--- config.mk ---
export PLATFORM = sky130hd
export DESIGN_NAME = imem_axi_fetch_bridge_flat
export DESIGN_NICKNAME = d
export VERILOG_FILES = /design/src/rtl/imem_axi_fetch_bridge_pkg.sv /design/src/rtl/imem_axi_fetch_bridge_if.sv /design/src/rtl/imem_axi_fetch_bridge.sv /design/src/flat_wrapper.sv
export SDC_FILE = /design/constraint.sdc
export NUM_CORES = 1
export LEC_CHECK = 0
export ABC_AREA = 1
export CAP_MARGIN = 0
export CORE_MARGIN = 10
export CORE_UTILIZATION = 40
export DETAILED_ROUTE_END_ITERATION = 7
export PLACE_DENSITY_LB_ADDON = 0.08
export SLEW_MARGIN = 40
export SYNTH_ARGS = -nofsm -noshare
export SYNTH_HDL_FRONTEND = slang
export SYNTH_SLANG_ARGS = --single-unit
--- constraint.sdc ---
create_clock -name clk -period 1.4 [get_ports clk]
set_input_delay 0.21 -clock clk [delete_from_list [all_inputs] [get_ports clk]]
set_output_delay 0.21 -clock clk [all_outputs]
set_load 0.01 [all_outputs]
--- src/rtl/imem_axi_fetch_bridge_pkg.sv ---
// Shared types and constants for the instruction-side AXI4-Lite fetch bridge.
package imem_axi_fetch_bridge_pkg;

  typedef enum logic [1:0] {
    ST_IDLE = 2'd0,
    ST_AR   = 2'd1,
    ST_R    = 2'd2,
    ST_RESP = 2'd3
  } fetch_state_e;

  localparam logic [1:0]  RESP_OKAY     = 2'b00;
  localparam logic [1:0]  RESP_EXOKAY   = 2'b01;
  localparam logic [1:0]  RESP_SLVERR   = 2'b10;
  localparam logic [1:0]  RESP_DECERR   = 2'b11;

  localparam logic [31:0] NOP_INSTR     = 32'h0000_0013;
  localparam logic [2:0]  AR_PROT_INSTR = 3'b100;

  // EXOKAY is meaningless on AXI4-Lite, so anything but OKAY is a fault.
  function automatic logic resp_is_error(input logic [1:0] resp);
    case (resp)
      RESP_OKAY:                            return 1'b0;
      RESP_EXOKAY, RESP_SLVERR, RESP_DECERR: return 1'b1;
      default:                              return 1'b1;
    endcase
  endfunction

  function automatic logic is_misaligned(input logic [1:0] lsb);
    return lsb != 2'b00;
  endfunction

endpackage

--- src/rtl/imem_axi_fetch_bridge_if.sv ---
// Fetch-unit request/response handshake and AXI4-Lite read channels.
interface imem_fetch_if #(
  parameter int ADDR_W = 32,
  parameter int DATA_W = 32
);
  logic [ADDR_W-1:0] addr;
  logic              req;
  logic              flush;
  logic [DATA_W-1:0] data;
  logic              ready;
  logic              error;

  modport master (output addr, req, flush, input data, ready, error);
  modport slave  (input addr, req, flush, output data, ready, error);
endinterface

interface axi_lite_rd_if #(
  parameter int ADDR_W = 32,
  parameter int DATA_W = 32
);
  logic [ADDR_W-1:0] araddr;
  logic [2:0]        arprot;
  logic              arvalid;
  logic              arready;
  logic [DATA_W-1:0] rdata;
  logic [1:0]        rresp;
  logic              rvalid;
  logic              rready;

  modport master (output araddr, arprot, arvalid, rready,
                  input  arready, rdata, rresp, rvalid);
  modport slave  (input  araddr, arprot, arvalid, rready,
                  output arready, rdata, rresp, rvalid);
endinterface

--- src/rtl/imem_axi_fetch_bridge.sv ---
// Single-outstanding instruction fetch master: one AXI4-Lite read per request,
// one-cycle ready pulse back to the fetch unit, flush discards in-flight data.
module imem_axi_fetch_bridge
  import imem_axi_fetch_bridge_pkg::*;
#(
  parameter int                ADDR_W   = 32,
  parameter int                DATA_W   = 32,
  parameter logic [DATA_W-1:0] NOP_WORD = NOP_INSTR,
  parameter logic [2:0]        AR_PROT  = AR_PROT_INSTR
) (
  input  logic          clk,
  input  logic          rst,
  imem_fetch_if.slave   imem,
  axi_lite_rd_if.master m_axi
);

  fetch_state_e      state_q, state_d;
  logic [ADDR_W-1:0] araddr_q, araddr_d;
  logic              arvalid_q, arvalid_d;
  logic              drop_q, drop_d;
  logic [DATA_W-1:0] data_q, data_d;
  logic              error_q, error_d;
  logic              ready_q, ready_d;
  logic              rsp_err;

  always_ff @(posedge clk) begin
    if (rst) begin
      state_q   <= ST_IDLE;
      araddr_q  <= '0;
      arvalid_q <= 1'b0;
      drop_q    <= 1'b0;
      data_q    <= NOP_WORD;
      error_q   <= 1'b0;
      ready_q   <= 1'b0;
    end else begin
      state_q   <= state_d;
      araddr_q  <= araddr_d;
      arvalid_q <= arvalid_d;
      drop_q    <= drop_d;
      data_q    <= data_d;
      error_q   <= error_d;
      ready_q   <= ready_d;
    end
  end

  always_comb begin
    state_d   = state_q;
    araddr_d  = araddr_q;
    arvalid_d = arvalid_q;
    drop_d    = drop_q;
    data_d    = data_q;
    error_d   = 1'b0;
    ready_d   = 1'b0;
    rsp_err   = resp_is_error(m_axi.rresp);
    case (state_q)
      ST_IDLE: begin
        if (imem.req) begin
          if (is_misaligned(imem.addr[1:0])) begin
            state_d = ST_RESP;
            ready_d = 1'b1;
            error_d = 1'b1;
            data_d  = NOP_WORD;
          end else begin
            state_d   = ST_AR;
            araddr_d  = imem.addr;
            arvalid_d = 1'b1;
          end
        end
      end
      ST_AR: begin
        // The address phase is never withdrawn; a flush only marks the beat for discard.
        if (imem.flush) drop_d = 1'b1;
        if (m_axi.arready) begin
          arvalid_d = 1'b0;
          state_d   = ST_R;
        end
      end
      ST_R: begin
        if (m_axi.rvalid) begin
          if (drop_q || imem.flush) begin
            state_d = ST_IDLE;
            drop_d  = 1'b0;
          end else begin
            state_d = ST_RESP;
            ready_d = 1'b1;
            error_d = rsp_err;
            data_d  = rsp_err ? NOP_WORD : m_axi.rdata;
          end
        end else if (imem.flush) begin
          drop_d = 1'b1;
        end
      end
      ST_RESP: state_d = ST_IDLE;
      default: state_d = ST_IDLE;
    endcase
  end

  assign imem.data     = data_q;
  assign imem.ready    = ready_q;
  assign imem.error    = error_q;
  assign m_axi.araddr  = araddr_q;
  assign m_axi.arvalid = arvalid_q;
  assign m_axi.arprot  = AR_PROT;
  assign m_axi.rready  = (state_q == ST_R);

endmodule

--- src/flat_wrapper.sv ---
// flat-port wrapper written by rule: the top's interface ports become plain ports
module imem_axi_fetch_bridge_flat import imem_axi_fetch_bridge_pkg::*;
#(
  parameter int                ADDR_W   = 32,
  parameter int                DATA_W   = 32,
  parameter logic [DATA_W-1:0] NOP_WORD = NOP_INSTR,
  parameter logic [2:0]        AR_PROT  = AR_PROT_INSTR
)
  (clk, rst, imem_addr, imem_req, imem_flush, imem_data, imem_ready, imem_error, m_axi_araddr, m_axi_arprot, m_axi_arvalid, m_axi_rready, m_axi_arready, m_axi_rdata, m_axi_rresp, m_axi_rvalid);
  imem_fetch_if #(.ADDR_W(ADDR_W), .DATA_W(DATA_W)) imem_i ();
  axi_lite_rd_if #(.ADDR_W(ADDR_W), .DATA_W(DATA_W)) m_axi_i ();
  input  logic clk;
  input  logic rst;
  input wire logic [$bits(imem_i.addr)-1:0] imem_addr;
  input wire logic [$bits(imem_i.req)-1:0] imem_req;
  input wire logic [$bits(imem_i.flush)-1:0] imem_flush;
  output wire logic [$bits(imem_i.data)-1:0] imem_data;
  output wire logic [$bits(imem_i.ready)-1:0] imem_ready;
  output wire logic [$bits(imem_i.error)-1:0] imem_error;
  output wire logic [$bits(m_axi_i.araddr)-1:0] m_axi_araddr;
  output wire logic [$bits(m_axi_i.arprot)-1:0] m_axi_arprot;
  output wire logic [$bits(m_axi_i.arvalid)-1:0] m_axi_arvalid;
  output wire logic [$bits(m_axi_i.rready)-1:0] m_axi_rready;
  input wire logic [$bits(m_axi_i.arready)-1:0] m_axi_arready;
  input wire logic [$bits(m_axi_i.rdata)-1:0] m_axi_rdata;
  input wire logic [$bits(m_axi_i.rresp)-1:0] m_axi_rresp;
  input wire logic [$bits(m_axi_i.rvalid)-1:0] m_axi_rvalid;
  assign imem_i.addr = imem_addr;
  assign imem_i.req = imem_req;
  assign imem_i.flush = imem_flush;
  assign imem_data = imem_i.data;
  assign imem_ready = imem_i.ready;
  assign imem_error = imem_i.error;
  assign m_axi_araddr = m_axi_i.araddr;
  assign m_axi_arprot = m_axi_i.arprot;
  assign m_axi_arvalid = m_axi_i.arvalid;
  assign m_axi_rready = m_axi_i.rready;
  assign m_axi_i.arready = m_axi_arready;
  assign m_axi_i.rdata = m_axi_rdata;
  assign m_axi_i.rresp = m_axi_rresp;
  assign m_axi_i.rvalid = m_axi_rvalid;
  imem_axi_fetch_bridge #(.ADDR_W(ADDR_W), .DATA_W(DATA_W), .NOP_WORD(NOP_WORD), .AR_PROT(AR_PROT)) u_core (.clk(clk), .rst(rst), .imem(imem_i), .m_axi(m_axi_i));
endmodule
# Word-level counts from Yosys, hierarchy flattened
# Cells that the tools add are included.
dict set report word_totals {
  register_bits 70
  in_bits 72
  out_inout_bits 71
  word_cells 63
}
dict set report classes {
  eq_ne 13
  mux 29
  bitwise 1
  n_reduce_logical 13
}
# operator n
set ops {}
lappend ops {{$mux 32} 5}
lappend ops {{$pmux 32 s2} 1}
lappend ops {{$mux 1} 12}
lappend ops {{$mux 2} 5}
lappend ops {{$pmux 1 s2} 5}
lappend ops {{$eq 2x2->1 const B} 4}
lappend ops {{$ne 2x2->1 const B} 4}
lappend ops {{$pmux 2 s4} 1}
lappend ops {{$reduce_bool 2->1} 4}
lappend ops {{$reduce_and 3->1} 2}
lappend ops {{$reduce_and 5->1} 1}
lappend ops {{$eq 2x1->1 const B} 2}
lappend ops {{$logic_not 2->1} 2}
lappend ops {{$ne 2x1->1 const B} 2}
lappend ops {{$reduce_and 4->1} 1}
lappend ops {{$ne 3x2->1 const B} 1}
lappend ops {{$reduce_or 3->1} 1}
lappend ops {{$reduce_and 2->1} 1}
lappend ops {{$logic_or 1x1->1} 1}
lappend ops {{$not 1->1} 1}

# Logic depth before layout (Yosys ltp)
dict set report logic_depth {
  ltp_word 7
  mapped_depth 9
  depth_no_buf 8
}

# Worst setup path before layout
# Ideal clock, no wire load.
dict set report synth_timing {
  kind {flip-flop to flip-flop}
  startpoint {register u_core.state_q[1]}
  endpoint {register u_core.data_q[0] (netlist: u_core.imem.data[0])}
  setup_time_ns 0.130
  t_arrival_ns 1.060
  t_required_ns 1.270
  slack_ns 0.210
  stages_incl_launch_ff 9
  synth_period_minus_slack_ns 1.190
  path_cell_list {dfxtp_1 nand2_2 nor2_2 nand2_1 buf_4 nand2_4 inv_2 nand2_1 nand3_1}
}
dict set report synth_between {
  elab_chain_cells 3
}
# item line_no
set synth_lines {}
lappend synth_lines {{start: declaration} imem_axi_fetch_bridge.sv:17} ;# fetch_state_e state_q, state_d;
lappend synth_lines {{start signal: assignment} imem_axi_fetch_bridge.sv:36} ;# state_q <= state_d;
lappend synth_lines {{$eq 2x2->1 or $logic_not 2->1 (tied branches)} imem_axi_fetch_bridge.sv:55} ;# case (state_q)
lappend synth_lines {{$ne 2x2->1 (no line), or another cell as far along} --}
lappend synth_lines {{$reduce_and 5->1 (no line)} --}
lappend synth_lines {{end signal: assignment} imem_axi_fetch_bridge.sv:40} ;# data_q <= data_d;
lappend synth_lines {{end: declaration} imem_axi_fetch_bridge.sv:21} ;# logic [DATA_W-1:0] data_q, data_d;
# Several ways; a longest one is shown, not always the timed one.
# A chain may end at the register's enable or synchronous reset.

# Final worst setup path
dict set report layout_timing {
  startpoint {register u_core.state_q[1]}
  endpoint {register u_core.data_q[1] (netlist: u_core.imem.data[1])}
}
# Same word-level chain as after synthesis.

==> reports/summary.md <==
The congestion estimate from routability-driven global placement came to 0.816. Using the TritonRoute via totals, the vias-per-cell ratio works out to 4.70. For the via count of the first global-routing pass, the log shows 2694.

Clock tree synthesis found a total of 70 sinks. The number of distinct library cells after synthesis was 24. The top-level I/O count was 143; the area taken by flip-flops and latches was 1400 sq um. The tools report the total number of vias as 2747.

The tools report the setup skew after layout as 0.00670 ns. After detailed placement, the design holds a cell count of 568. For the die area, the log shows 10700 sq um. The floorplan step set the die height to 104 microns. Per report_power, the clock group accounts for 34.1% of the total. Setup violations remaining at the end of the flow were counted as 0. The share of async-settable or async-resettable flops after synthesis was 0%; the final clock period utilization by the worst path was 93.9%. The tools report the register-to-register setup slack as 0.09 ns. The pin count of the biggest net entering global routing was 46. The later pin in the worst-skew pair is clocked with a latency of 0.32 ns.

The worst hold path begins at u_core.m_axi.araddr[16]. Summing all multi-input logic gate instances after layout gives 1090 sq um. In the final timing run, aggregate negative setup slack is 0 ns.

Summed over all nets, the switching power comes to 1.49 mW. Measured in cells, the most critical reg-to-reg path has a length of 10. The leading register cell type out of synthesis was sky130_fd_sc_hd__dfxtp_1. After synthesis, the mean cell area works out to 8.20 sq um. The finished layout holds 585 standard cells, fillers aside. The synthesis-to-finish area growth came out at 63.1%. After detailed routing, the average wire length per cell comes to 14.4 microns. The run gives 1.61 ns as the required time of the worst setup path.

Cell internal power was estimated by the tool at 3.97 mW. The die width is 104 microns. The launch point of the worst path was u_core.state_q[1]. Class of the most critical setup path: reg2reg. Combinational logic is responsible for 24.8% of the overall power. Max-cap violations in this run came to 0. The initial utilization of the core area, before any placement, comes to 41.2%. The maximum net fanout on the critical path is 10, and the DRC violation total after the first TritonRoute iteration is 129. After the last flow step, the layout net total stands at 556. Setup repair after global routing could not meet its margin everywhere.

The number of buffer cells added on primary ports works out to 139. The tools report the kind of capture point of the worst setup path as a flop. The region available for standard cell placement spans 6790 sq um. The worst setup path is launched from a flop.

The flow ran to the end, and the final reports show no timing, DRC or antenna violations. Critical register-to-register path startpoint: u_core.state_q[1]. The tightest hold path in the finished design has a slack of 0.439 ns.

The cell sitting at the root of the clock tree is a sky130_fd_sc_hd__clkbuf_8. The tools report the post-route DRC violation count as 0. Synthesis handed over a netlist of 341 instances.

The total power draw is 5.46 mW, and the final hold violation count is 0. The number of enable flip-flop cells after synthesis is 0, and the post-route core utilization is 67.1%. Summing every instance area after synthesis gives 2800 sq um. Net switching is 27.3% of the power. The clock period could shrink to 1.31 ns. After global routing the overflow that remains totals 0.

The maximum buffer depth of the clock tree was 2; the total number of yosys warnings was 0. The clock transition time at the flip-flop clock pins of the worst setup and hold paths is 0.07 ns, and the standard-cell row count is 30. Remaining antenna violation count: 0.

Summed over all layers, the routed wires come to 8450 microns. The number of search-and-repair iterations in the first detailed-routing pass was 5. Across the VDD grid, the largest voltage drop is 0.000793 V. Synthesis inferred 70 register bits. Counting the buffers created by CTS gives 9.

Sequential cells account for 41.1% of the total power. The number of slew-limit violations in the final report is 0. The maximum achievable frequency was 761 MHz; the HPWL after detailed placement was 6300 microns. The tools report the leakage power as 1.97 nW. The initial antenna violation count was 0. Along the worst hold path, the cell count comes to 2. For this design the ratio of total power to cell area is 1200 nW/um^2.

Global routing consumed, over all layers together, 15.0% of the routing resources. The register area share after synthesis is 50.1%, and the worst path arrival time is 1.52 ns. The logs give 0 for the antenna cell count and 612 for the filler cell count in the final layout. Fraction of layout instances using a drive strength above 1: 14.7%. TritonCTS built the clock tree.

The global-route wire length before repair was 13600 microns; the CTS H-tree depth was 3. The classification of the worst-slack hold path was reg2reg.
[sequential cells by signal, summed over array words and instances, names as in the netlist]
name / flops
u_core.imem.data: 32
u_core.m_axi.araddr: 32
u_core.state_q: 2
u_core.drop_q: 1
u_core.imem.error: 1
u_core.imem.ready: 1
u_core.m_axi.arvalid: 1
[metal layers]
layer / wire [microns] / GRT usage (%) / vias to the layer above
li1: - / - / 1412
met1: 3530 / 17.0 / 1239
met2: 4130 / 24.8 / 90
met3: 721 / 6.44 / 6
met4: 65 / 4.64 / 0
met5: 0 / 0 / -
[power groups by stage]
stage	clock (mW)	combinational [mW]	sequential (mW)
after CTS	1.91	1.34	2.24
after global placement	0	1.41	2.29
after floorplan	0	0.607	2.34
final	1.86	1.35	2.24
after global routing	2.00	1.50	2.27
after detailed placement	0	1.43	2.29
[critical path: stages (launching register included)]
cell and delay, ns:
sky130_fd_sc_hd__dfxtp_2 0.35, sky130_fd_sc_hd__inv_2 0.05, sky130_fd_sc_hd__buf_4 0.10, sky130_fd_sc_hd__nand2_1 0.05, sky130_fd_sc_hd__nor2_2 0.14, sky130_fd_sc_hd__nand2_2 0.11
sky130_fd_sc_hd__buf_12 0.16, sky130_fd_sc_hd__nand2_4 0.09, sky130_fd_sc_hd__inv_2 0.05, sky130_fd_sc_hd__nand2_1 0.06, sky130_fd_sc_hd__nand3_1 0.06
[repair_timing]
| item | 4_1_cts | 5_1_grt |
|---|---|---|
| pin swaps | 0 | 1 |
| resized for setup | 70 | 4 |
| cloned | 0 | 0 |
| setup endpoints to repair | 68 | 15 |
| hold buffers | 0 | 0 |
| buffers inserted | 0 | 1 |
[through the flow]
stage	cell area [sq um]	worst slack (ns)
after floorplan	2800	0.210
after global placement	4400	-0.169
after detailed placement	4400	-0.218
after CTS	4550	0.00223
after global routing	4560	-0.0279
final	4560	0.0860
[layout by cell type, fill, tap and decap left out, drive strengths merged]
cell	instances
inv	43
dlygate4sd2	67
clkbuf	14
conb	3
nand2	19
nand3b	1
a21oi	66
buf	20
clkdlybuf4s50	71
nor3	1
dfxtp	70
clkinv	2
nor2	11
o21ai	34
bufinv	2
nand3	65
[layout make-up]
| cell class | instances | area share [%] |
|---|---|---|
| multi-input combinational | 200 | 23.8 |
| sequential | 70 | 30.8 |
| clock inverter | 3 | 1.43 |
| clock buffer | 13 | 3.70 |
| inverter | 44 | 3.62 |
| tap | 96 | 2.63 |
| timing repair buffer | 159 | 34.0 |
[final timing paths]
check / end
max: u_core.imem.data[1]
max reg2reg: u_core.imem.data[1]
min: u_core.m_axi.araddr[16]
min reg2reg: u_core.m_axi.araddr[16]
[synth_stat cells (2+ instances only)]
library cell / count / area (sq um)
sky130_fd_sc_hd__nand3_2: 11 / 110
sky130_fd_sc_hd__nor2_1: 9 / 33.8
sky130_fd_sc_hd__buf_2: 13 / 65.1
sky130_fd_sc_hd__inv_2: 3 / 11.3
sky130_fd_sc_hd__conb_1: 2 / 7.51
sky130_fd_sc_hd__buf_4: 4 / 30.0
sky130_fd_sc_hd__nand3_1: 54 / 270
sky130_fd_sc_hd__a21oi_1: 55 / 275
sky130_fd_sc_hd__dfxtp_1: 70 / 1400
sky130_fd_sc_hd__o21ai_0: 31 / 155
sky130_fd_sc_hd__o21ai_1: 3 / 15.0
sky130_fd_sc_hd__nand2_1: 15 / 56.3
sky130_fd_sc_hd__inv_1: 40 / 150
sky130_fd_sc_hd__nand2_2: 3 / 18.8
sky130_fd_sc_hd__a21oi_2: 11 / 96.3
sky130_fd_sc_hd__clkbuf_1: 8 / 30.0
sky130_fd_sc_hd__nor2_2: 2 / 12.5
[cell families after synthesis]
group                  Yosys count  share of synthesized area, %
AO/OA/AOI/OAI                  100                          19.4
flip-flops                      70                          50.1
AND/OR/NAND/NOR                 97                          18.8
buffers and inverters           72                          11.5
other                            2                         0.269
No activity file was read; power rests on OpenSTA's default activity.
==> RTL edit: new RTL, same settings <==
Make the reset (`rst`) asynchronous in one clocked block.
--- a/src/rtl/imem_axi_fetch_bridge.sv
+++ b/src/rtl/imem_axi_fetch_bridge.sv
@@ -25,3 +25,3 @@
 
-  always_ff @(posedge clk) begin
+  always_ff @(posedge clk or posedge rst) begin
     if (rst) begin
Check against the original RTL: differs if rst is asserted again (counterexample within 4 cycles, from zero or initial values and one cycle with rst high); with rst held inactive, the same outputs for 10 cycles.
==> RTL edit against the unedited design <==
  * Worst setup slack worse by 0.038 ns
  * Non-clock buffer count is 2 higher
  * Die area up 11%
  * Global-route usage increased by 0.36 points
  * Cell area up 7.5%
  * Routed wire length increased by 5.7%
  * Sequential cell count stayed put
  * Clock skew decreased by 0.00082 ns
  * Cell count grew 11%
  * Synthesized area up 14%
Power is not compared: it rests on default switching activity, and its combinational part moved more than twofold at a synthesized area within 25%.
==> RTL edit: results (changes against the unedited design) <==
{| class="wikitable"
! Metric !! Value
|-
| Post-route total power || 7870 uW
|-
| Overall track demand over capacity in global routing || 0.154 (+0.00360)
|-
| PostCTS Resize Cnt || 72 (+2.9%)
|-
| Total half-perimeter wirelength after legalization and detailed placement || 6780 um (+7.7%)
|-
| Vias in the first global route || 2912 (+8.1%)
|-
| First-pass detailed-route iteration total || 4 (-1)
|-
| DR WL met3 || 1000 um (+39%)
|-
| Met1 track demand over resource in global routing || 0.183 (+0.0127)
|-
| First-pass GRT wire length || 14800 um (+8.1%)
|-
| Amount of wire on met2 after detailed routing || 4070 um (-1.4%)
|-
| Class of the most critical hold timing path || in -> async
|-
| Post-Layout Cell Count || 649 (+11%)
|-
| Met1 layer wirelength in the final routing || 3750 um (+6.2%)
|-
| Switching share of total power || 0.357
|-
| Cells after DPL || 632 (+11%)
|-
| Critical path peak fanout || 2 (-8)
|-
| Final setup slack of the worst path || 0.0477 ns (-0.0383 ns)
|-
| Top post-synthesis cells by area || sky130_fd_sc_hd__dfrtp_1, sky130_fd_sc_hd__nand2_1, sky130_fd_sc_hd__nand3_1, sky130_fd_sc_hd__inv_1, sky130_fd_sc_hd__o21ai_0
|-
| Initial detailed-routing violation count || 110 (-15%)
|-
| Launch point of the worst path || u_core.imem.data[1]
|-
| Final worst clock skew || 0.00588 ns (-0.000823 ns)
|-
| Comb. pwr || 3290 uW
|-
| Met2 layer usage reported by global route || 0.239 (-0.00912)
|-
| Routed len/inst || 13.8 um (-4.7%)
|-
| End of the critical path || imem_data[1]
|-
| Data arrival time at the worst-slack endpoint || 1.14 ns (-0.38 ns)
|-
| Met3 capacity usage during global routing || 0.0720 (+0.00754)
|-
| R2R Path Start || u_core.state_q[0]
|-
| RePlAce Congestion || 0.776 (-4.9%)
|-
| Reg-to-reg critical path endpoint || u_core.imem.data[26]
|-
| Sequential-to-total area share from yosys stat || 0.552 (+0.0510)
|-
| Worst path slowest cell || sky130_fd_sc_hd__dfstp_2
|-
| Chip Width || 109 um (+5.3%)
|-
| Largest net degree at the start of global routing || 44 (-4.3%)
|-
| Gate family responsible for the most delay along the worst path || flip-flops
|-
| Mean instance size in the synthesized netlist || 8.09 sq um (-1.4%)
|-
| Result of the run || completed
|-
| Reg2reg path depth || 5 (-5)
|-
| Fraction of final layout cells with drive strength greater than 1 || 0.0914 (-0.0558)
|-
| Pre-CTS WS || -0.0776 ns (+0.140 ns)
|-
| Largest stage delay on the critical path || 0.54 ns (+0.19 ns)
|-
| Most numerous cell types in the synthesized netlist || sky130_fd_sc_hd__nand2_1, sky130_fd_sc_hd__dfrtp_1, sky130_fd_sc_hd__inv_1
|-
| Via density per instance || 4.45 (-5.2%)
|-
| Synth unique cells || 23 (-4.2%)
|-
| Number of nets in the layout || 614 (+10%)
|}
RTL edit: stage by stage:
| stage | hold WS (ns) | instance area, sq um |
|---|---|---|
| after CTS | 0.278 | 4900 |
| after detailed placement | 0.451 | 4810 |
| after global routing | 0.291 | 4900 |
| after floorplan | 0.343 | 3190 |
| final | 0.279 | 4900 |
| after global placement | 0.452 | 4810 |
RTL edit: layout make-up:
cell class / count / area, sq um
well taps: 102 / 128
clock buffers: 14 / 163
clock inverters: 2 / 10.0
fillers: 722 / 2820
flip-flops and latches: 70 / 1760
inverters: 47 / 180
repair buffers: 161 / 1560
multi-input cells: 253 / 1110
RTL edit: cells by family (layout without fill, tap and decap cells):
group / count (synthesis) / count (layout) / share of synthesized area
flip-flops: 70 / 70 / 0.552
buffers and inverters: 71 / 224 / 0.100
AND/OR/NAND/NOR: 215 / 215 / 0.288
AO/OA/AOI/OAI: 35 / 35 / 0.0567
other: 2 / 3 / 0.00236
